**src/rtl/time_edit_pkg.sv**
```systemverilog
// Shared definitions for the clock's HH:MM edit path: FSM states,
// cursor positions and per-digit BCD maxima.
package time_edit_pkg;

  typedef enum logic [1:0] {
    IDLE   = 2'd0,
    EDIT   = 2'd1,
    COMMIT = 2'd2
  } state_t;

  localparam logic [1:0] POS_HT = 2'd0;
  localparam logic [1:0] POS_HU = 2'd1;
  localparam logic [1:0] POS_MT = 2'd2;
  localparam logic [1:0] POS_MU = 2'd3;

  localparam logic [3:0] HT_MAX    = 4'd2;
  localparam logic [3:0] HU_MAX    = 4'd9;
  localparam logic [3:0] HU_MAX_20 = 4'd3;
  localparam logic [3:0] MT_MAX    = 4'd5;
  localparam logic [3:0] MU_MAX    = 4'd9;

endpackage

```
**src/rtl/time_edit_bcd_step.sv**
```systemverilog
// Combinational single-digit BCD step: increments or decrements one digit,
// wrapping between 0 and max. Simultaneous or absent pulses leave it unchanged.
module time_edit_bcd_step (
  input  logic [3:0] val_i,
  input  logic [3:0] max_i,
  input  logic       up_i,
  input  logic       down_i,
  output logic [3:0] val_o
);

  always_comb begin
    val_o = val_i;
    if (up_i && !down_i) begin
      val_o = (val_i >= max_i) ? 4'd0 : val_i + 4'd1;
    end else if (down_i && !up_i) begin
      val_o = (val_i == 4'd0) ? max_i : val_i - 4'd1;
    end
  end

endmodule

```
**src/rtl/time_edit.sv**
```systemverilog
// HH:MM digit editor: captures the running time, edits one BCD digit per
// cycle under cursor control, then returns the result with a commit strobe.
module time_edit
  import time_edit_pkg::*;
#(
  parameter int BLINK_W = 24
) (
  input  logic        clk,
  input  logic        reset,
  input  logic        en,
  input  logic [1:0]  pos,
  input  logic        up,
  input  logic        down,
  input  logic [15:0] time_in,
  output logic [15:0] time_out,
  output logic        commit,
  output logic [3:0]  blank,
  output logic        editing,
  output logic [1:0]  dbg_state
);

  state_t              state_q, state_d;
  logic [15:0]         edit_q, edit_d;
  logic [BLINK_W-1:0]  blink_q, blink_d;

  logic       step_en;
  logic [3:0] ht_step, hu_step, mt_step, mu_step;
  logic [3:0] hu_max, hu_next;

  // Edits only apply while the session is still open; the en-drop cycle is ignored.
  assign step_en = (state_q == EDIT) && en;

  time_edit_bcd_step u_ht (
    .val_i  (edit_q[15:12]),
    .max_i  (HT_MAX),
    .up_i   (step_en && (pos == POS_HT) && up),
    .down_i (step_en && (pos == POS_HT) && down),
    .val_o  (ht_step)
  );

  // Hu range follows the post-edit Ht so the hour never leaves 00..23.
  assign hu_max = (ht_step == HT_MAX) ? HU_MAX_20 : HU_MAX;

  time_edit_bcd_step u_hu (
    .val_i  (edit_q[11:8]),
    .max_i  (hu_max),
    .up_i   (step_en && (pos == POS_HU) && up),
    .down_i (step_en && (pos == POS_HU) && down),
    .val_o  (hu_step)
  );

  assign hu_next = ((ht_step == HT_MAX) && (hu_step > HU_MAX_20)) ? HU_MAX_20 : hu_step;

  time_edit_bcd_step u_mt (
    .val_i  (edit_q[7:4]),
    .max_i  (MT_MAX),
    .up_i   (step_en && (pos == POS_MT) && up),
    .down_i (step_en && (pos == POS_MT) && down),
    .val_o  (mt_step)
  );

  time_edit_bcd_step u_mu (
    .val_i  (edit_q[3:0]),
    .max_i  (MU_MAX),
    .up_i   (step_en && (pos == POS_MU) && up),
    .down_i (step_en && (pos == POS_MU) && down),
    .val_o  (mu_step)
  );

  always_comb begin
    state_d = state_q;
    edit_d  = edit_q;
    blink_d = blink_q + {{(BLINK_W-1){1'b0}}, 1'b1};
    case (state_q)
      IDLE: begin
        if (en) begin
          edit_d  = time_in;
          state_d = EDIT;
        end
      end
      EDIT: begin
        if (!en) state_d = COMMIT;
        else     edit_d  = {ht_step, hu_next, mt_step, mu_step};
      end
      COMMIT:  state_d = IDLE;
      default: state_d = IDLE;
    endcase
  end

  always_ff @(posedge clk) begin
    if (reset) begin
      state_q <= IDLE;
      edit_q  <= 16'h0000;
      blink_q <= '0;
    end else begin
      state_q <= state_d;
      edit_q  <= edit_d;
      blink_q <= blink_d;
    end
  end

  // commit is a one-cycle strobe with no back-pressure; time_out is valid while it is high.
  assign time_out  = edit_q;
  assign commit    = (state_q == COMMIT);
  assign editing   = (state_q == EDIT);
  assign dbg_state = state_q;
  assign blank     = editing ? ((4'b0001 << pos) & {4{blink_q[BLINK_W-1]}}) : 4'b0000;

endmodule

```
**config.mk**
```make
export PLATFORM = sky130hd
export DESIGN_NAME = time_edit
export DESIGN_NICKNAME = d
export VERILOG_FILES = /design/src/rtl/time_edit_pkg.sv /design/src/rtl/time_edit_bcd_step.sv /design/src/rtl/time_edit.sv
export SDC_FILE = /design/constraint.sdc
export NUM_CORES = 1
export LEC_CHECK = 0
export ABC_AREA = 0
export BUFFER_PORTS_ARGS = -buffer_cell sky130_fd_sc_hd__buf_2
export CAP_MARGIN = 10
export CORE_MARGIN = 5
export CORE_UTILIZATION = 37
export DETAILED_ROUTE_END_ITERATION = 10
export PLACE_DENSITY = 0.67
export SLEW_MARGIN = 0
export SYNTH_ARGS = -nofsm -noshare
export SYNTH_HDL_FRONTEND = slang
export SYNTH_SLANG_ARGS = --single-unit
```
**constraint.sdc**
```tcl
create_clock -name clk -period 3.7 [get_ports clk]
set_input_delay 0.185 -clock clk [delete_from_list [all_inputs] [get_ports clk]]
set_output_delay 0.185 -clock clk [all_outputs]
set_load 0.01 [all_outputs]
```
==> impl_metrics.tcl <==
set metrics [dict create \
    clock_sinks 42 \
    grt_pass1_vias 2751 \
    grt_pass1_wl_mm 12.8 \
    yosysSeqAreaShare_pct 29.4 \
    grt_start_max_net_pins 45 \
    tightest_slew_ns 0.819 \
    die_y_um 97.9 \
    ys_ff_latch 42 \
    clock_latency_ns 0.30 \
    max_cap_violations 0 \
    die_x_um 97.9 \
    cts_made_buffers 5 \
    fin_nets 450 \
    drive_above_1_share_pct 17.6 \
    end_kind "flop" \
    worstPathArrival_ns 3.66 \
    ir_drop_v 0.000183 \
    drc_errors 0 \
    drtIter0Drc 164 \
    min_path_type "input pin to flop" \
    post-dp-hpwl_mm 5.55 \
    worstSetupPathType "flop to flop" \
    cp_slowest_stage_delay_ns 0.38 \
    path_cells "inv_1 -> ha_1 -> o41ai_2 -> a22o_1 -> a21o_1 -> nand3_2 -> ha_1 -> a211o_1 -> a2111oi_4 -> o311ai_1 -> nand2_1 -> o2111ai_1 -> a211oi_1" \
    cp-start-kind "flop" \
    synth_warnings 0 \
    core_area_mm2 0.00761 \
    clock_path_buffers 2 \
    grt_antenna_before_repair 0 \
    grt-ovfl-total 0 \
    cp_slowest_cell "dfxtp_2" \
    grt_usage_pct 15.7 \
    top_level_ports 47 \
    drtAntennaViolNets 0 \
    synthCells 371 \
    synthFlopType "dfxtp_1" \
    postCtsSetupRepairBufs 0 \
    post-route-util_pct 43.6 \
    portBuffers 46 \
    critPathMaxFanout 6 \
    fin_area_mm2 0.00331 \
    place_congestion 0.922 \
    cts_resized 0 \
    synth.net_count 408 \
    synth_area_mm2 0.00286 \
    root_buffer "clkbuf_8" \
    clkTransAtPathRegs_ns 0.08 \
    crit_family "compound AO/OA/AOI/OAI gates" \
    num_rows 32 \
    fmax_ghz 0.289 \
    dieArea_mm2 0.00958 \
    final_common_cell "buf_2" \
    worst_ep_required_time_ns 3.91 \
    cp_common_cell "ha_1" \
    diodes 0 \
    power_density_mw_per_mm2 307 \
    critPathBufInv 1 \
    placedInstanceArea_mm2 0.00319 \
    synth_edf_count 0 \
    p_total_mw 1.02 \
    syn-mean-instance-area_um2 7.70 \
    cts_htree_levels 2 \
    outcome "complete, no violations" \
    final_cell_mix "46 x buf_2, 43 x nand2_1, 40 x dfxtp_1" \
    area_delta_synth_final_pct 16.0 \
    synthDistinctLibCells 64 \
    maxSlewViolCount 0 \
    vias 2888 \
    cts_tree "done" \
    leakage_nw 1.29 \
    worst_clock_skew_ns 0.00621 \
    tns_ns 0 \
    start_util_pct 37.6 \
    finalHoldViolCount 0 \
    routed_wl_mm 7.55 \
    setup_violations 0 \
    wl_per_cell_um 14.6 \
    relSlewSlack_pct 45.4 \
    viasPerCell 5.60 \
    cts_hold_buffers 0 \
    period_needed_ns 3.46 \
    min_period_over_period_pct 93.4 \
    drt_first_pass_iters 4 \
    rsz0062_at_grt "no" \
    async_flop_share_pct 0 \
]
[flip-flops by register name, summed over array words and instances (netlist names)]
register,flops
blink_q,24
dbg_state,2
time_out,16
[stage by stage]
stage               hold WS (ns)  setup slack, ns  instances
CTS                        0.124           0.0756        516
global route               0.126           0.0249        516
global placement           0.425            0.294        508
finish                     0.135            0.245        516
floorplan                  0.264            0.418        371
detailed placement         0.432            0.121        508
[per-layer routing]
metal,vias to the layer above,track usage [%],part of all wire [%]
li1,1450,-,-
met1,1328,19.8,44
met2,95,26.1,48
met3,15,4.21,6.7
met4,0,4.79,2.1
met5,-,0,0
[kinds of logic after synthesis]
family | after synthesis | synth area share, %
AND/OR/NAND/NOR | 160 | 29.5
adder cells (fa/ha/maj) | 14 | 6.13
multiplexers | 2 | 0.701
flip-flops | 42 | 29.4
XOR/XNOR | 16 | 4.90
AO/OA/AOI/OAI | 105 | 25.0
buffers and inverters | 32 | 4.29
[Yosys cell counts (3+ instances only)]
master	number	area share, %
a211oi_1	9	2.4
a21o_1	4	1.1
a21oi_1	25	4.4
and2_1	4	0.88
and3_1	4	0.88
clkbuf_1	14	1.8
dfxtp_1	42	29
ha_1	14	6.1
inv_1	15	2.0
nand2_1	43	5.6
nand2b_1	7	1.5
nand3_1	14	2.5
nand3b_1	3	0.79
nand4_1	5	1.1
nor2_1	35	4.6
nor2b_1	5	1.1
nor3_1	8	1.4
nor3b_1	3	0.79
nor4_1	4	0.88
o2111ai_1	5	1.5
o211ai_1	9	2.4
o21ai_0	21	3.7
or3_1	10	2.2
xnor2_1	3	0.92
xor2_1	13	4.0
[where the power goes]
group / switching (mW) / total, mW / internal, mW
combinational: 0.133 / 0.224 / 0.0906
clock: 0.163 / 0.295 / 0.132
sequential: 0.0302 / 0.500 / 0.469
[path summary, 6_finish.rpt]
| kind | start | end | slack, ns | cells past startpoint |
|---|---|---|---|---|
| max reg2reg | time_out[12] | time_out[8] | 0.24 | 13 |
| max | time_out[12] | time_out[8] | 0.24 | 13 |
| min reg2reg | blink_q[0] | blink_q[0] | 0.44 | 1 |
| min | en | dbg_state[1] | 0.13 | 2 |
[worst reg2reg max path, stage by stage (launching register included)]
cell and delay, ns:
dfxtp_2 0.38, inv_1 0.09, ha_1 0.33, o41ai_2 0.35, a22o_1 0.21, a21o_1 0.18
nand3_2 0.13, ha_1 0.30, a211o_1 0.34, a2111oi_4 0.37, o311ai_1 0.17, nand2_1 0.14
o2111ai_1 0.12, a211oi_1 0.25
[layout make-up]
cell class	count	area [um^2]
Clock buffer	5	68.8
Clock inverter	3	21.3
Fill cell	779	4290
Inverter	15	56.3
Multi-Input combinational cell	297	1920
Sequential cell	42	843
Tap cell	102	128
Timing Repair Buffer	52	275
Power figures use the tool's default switching activity.
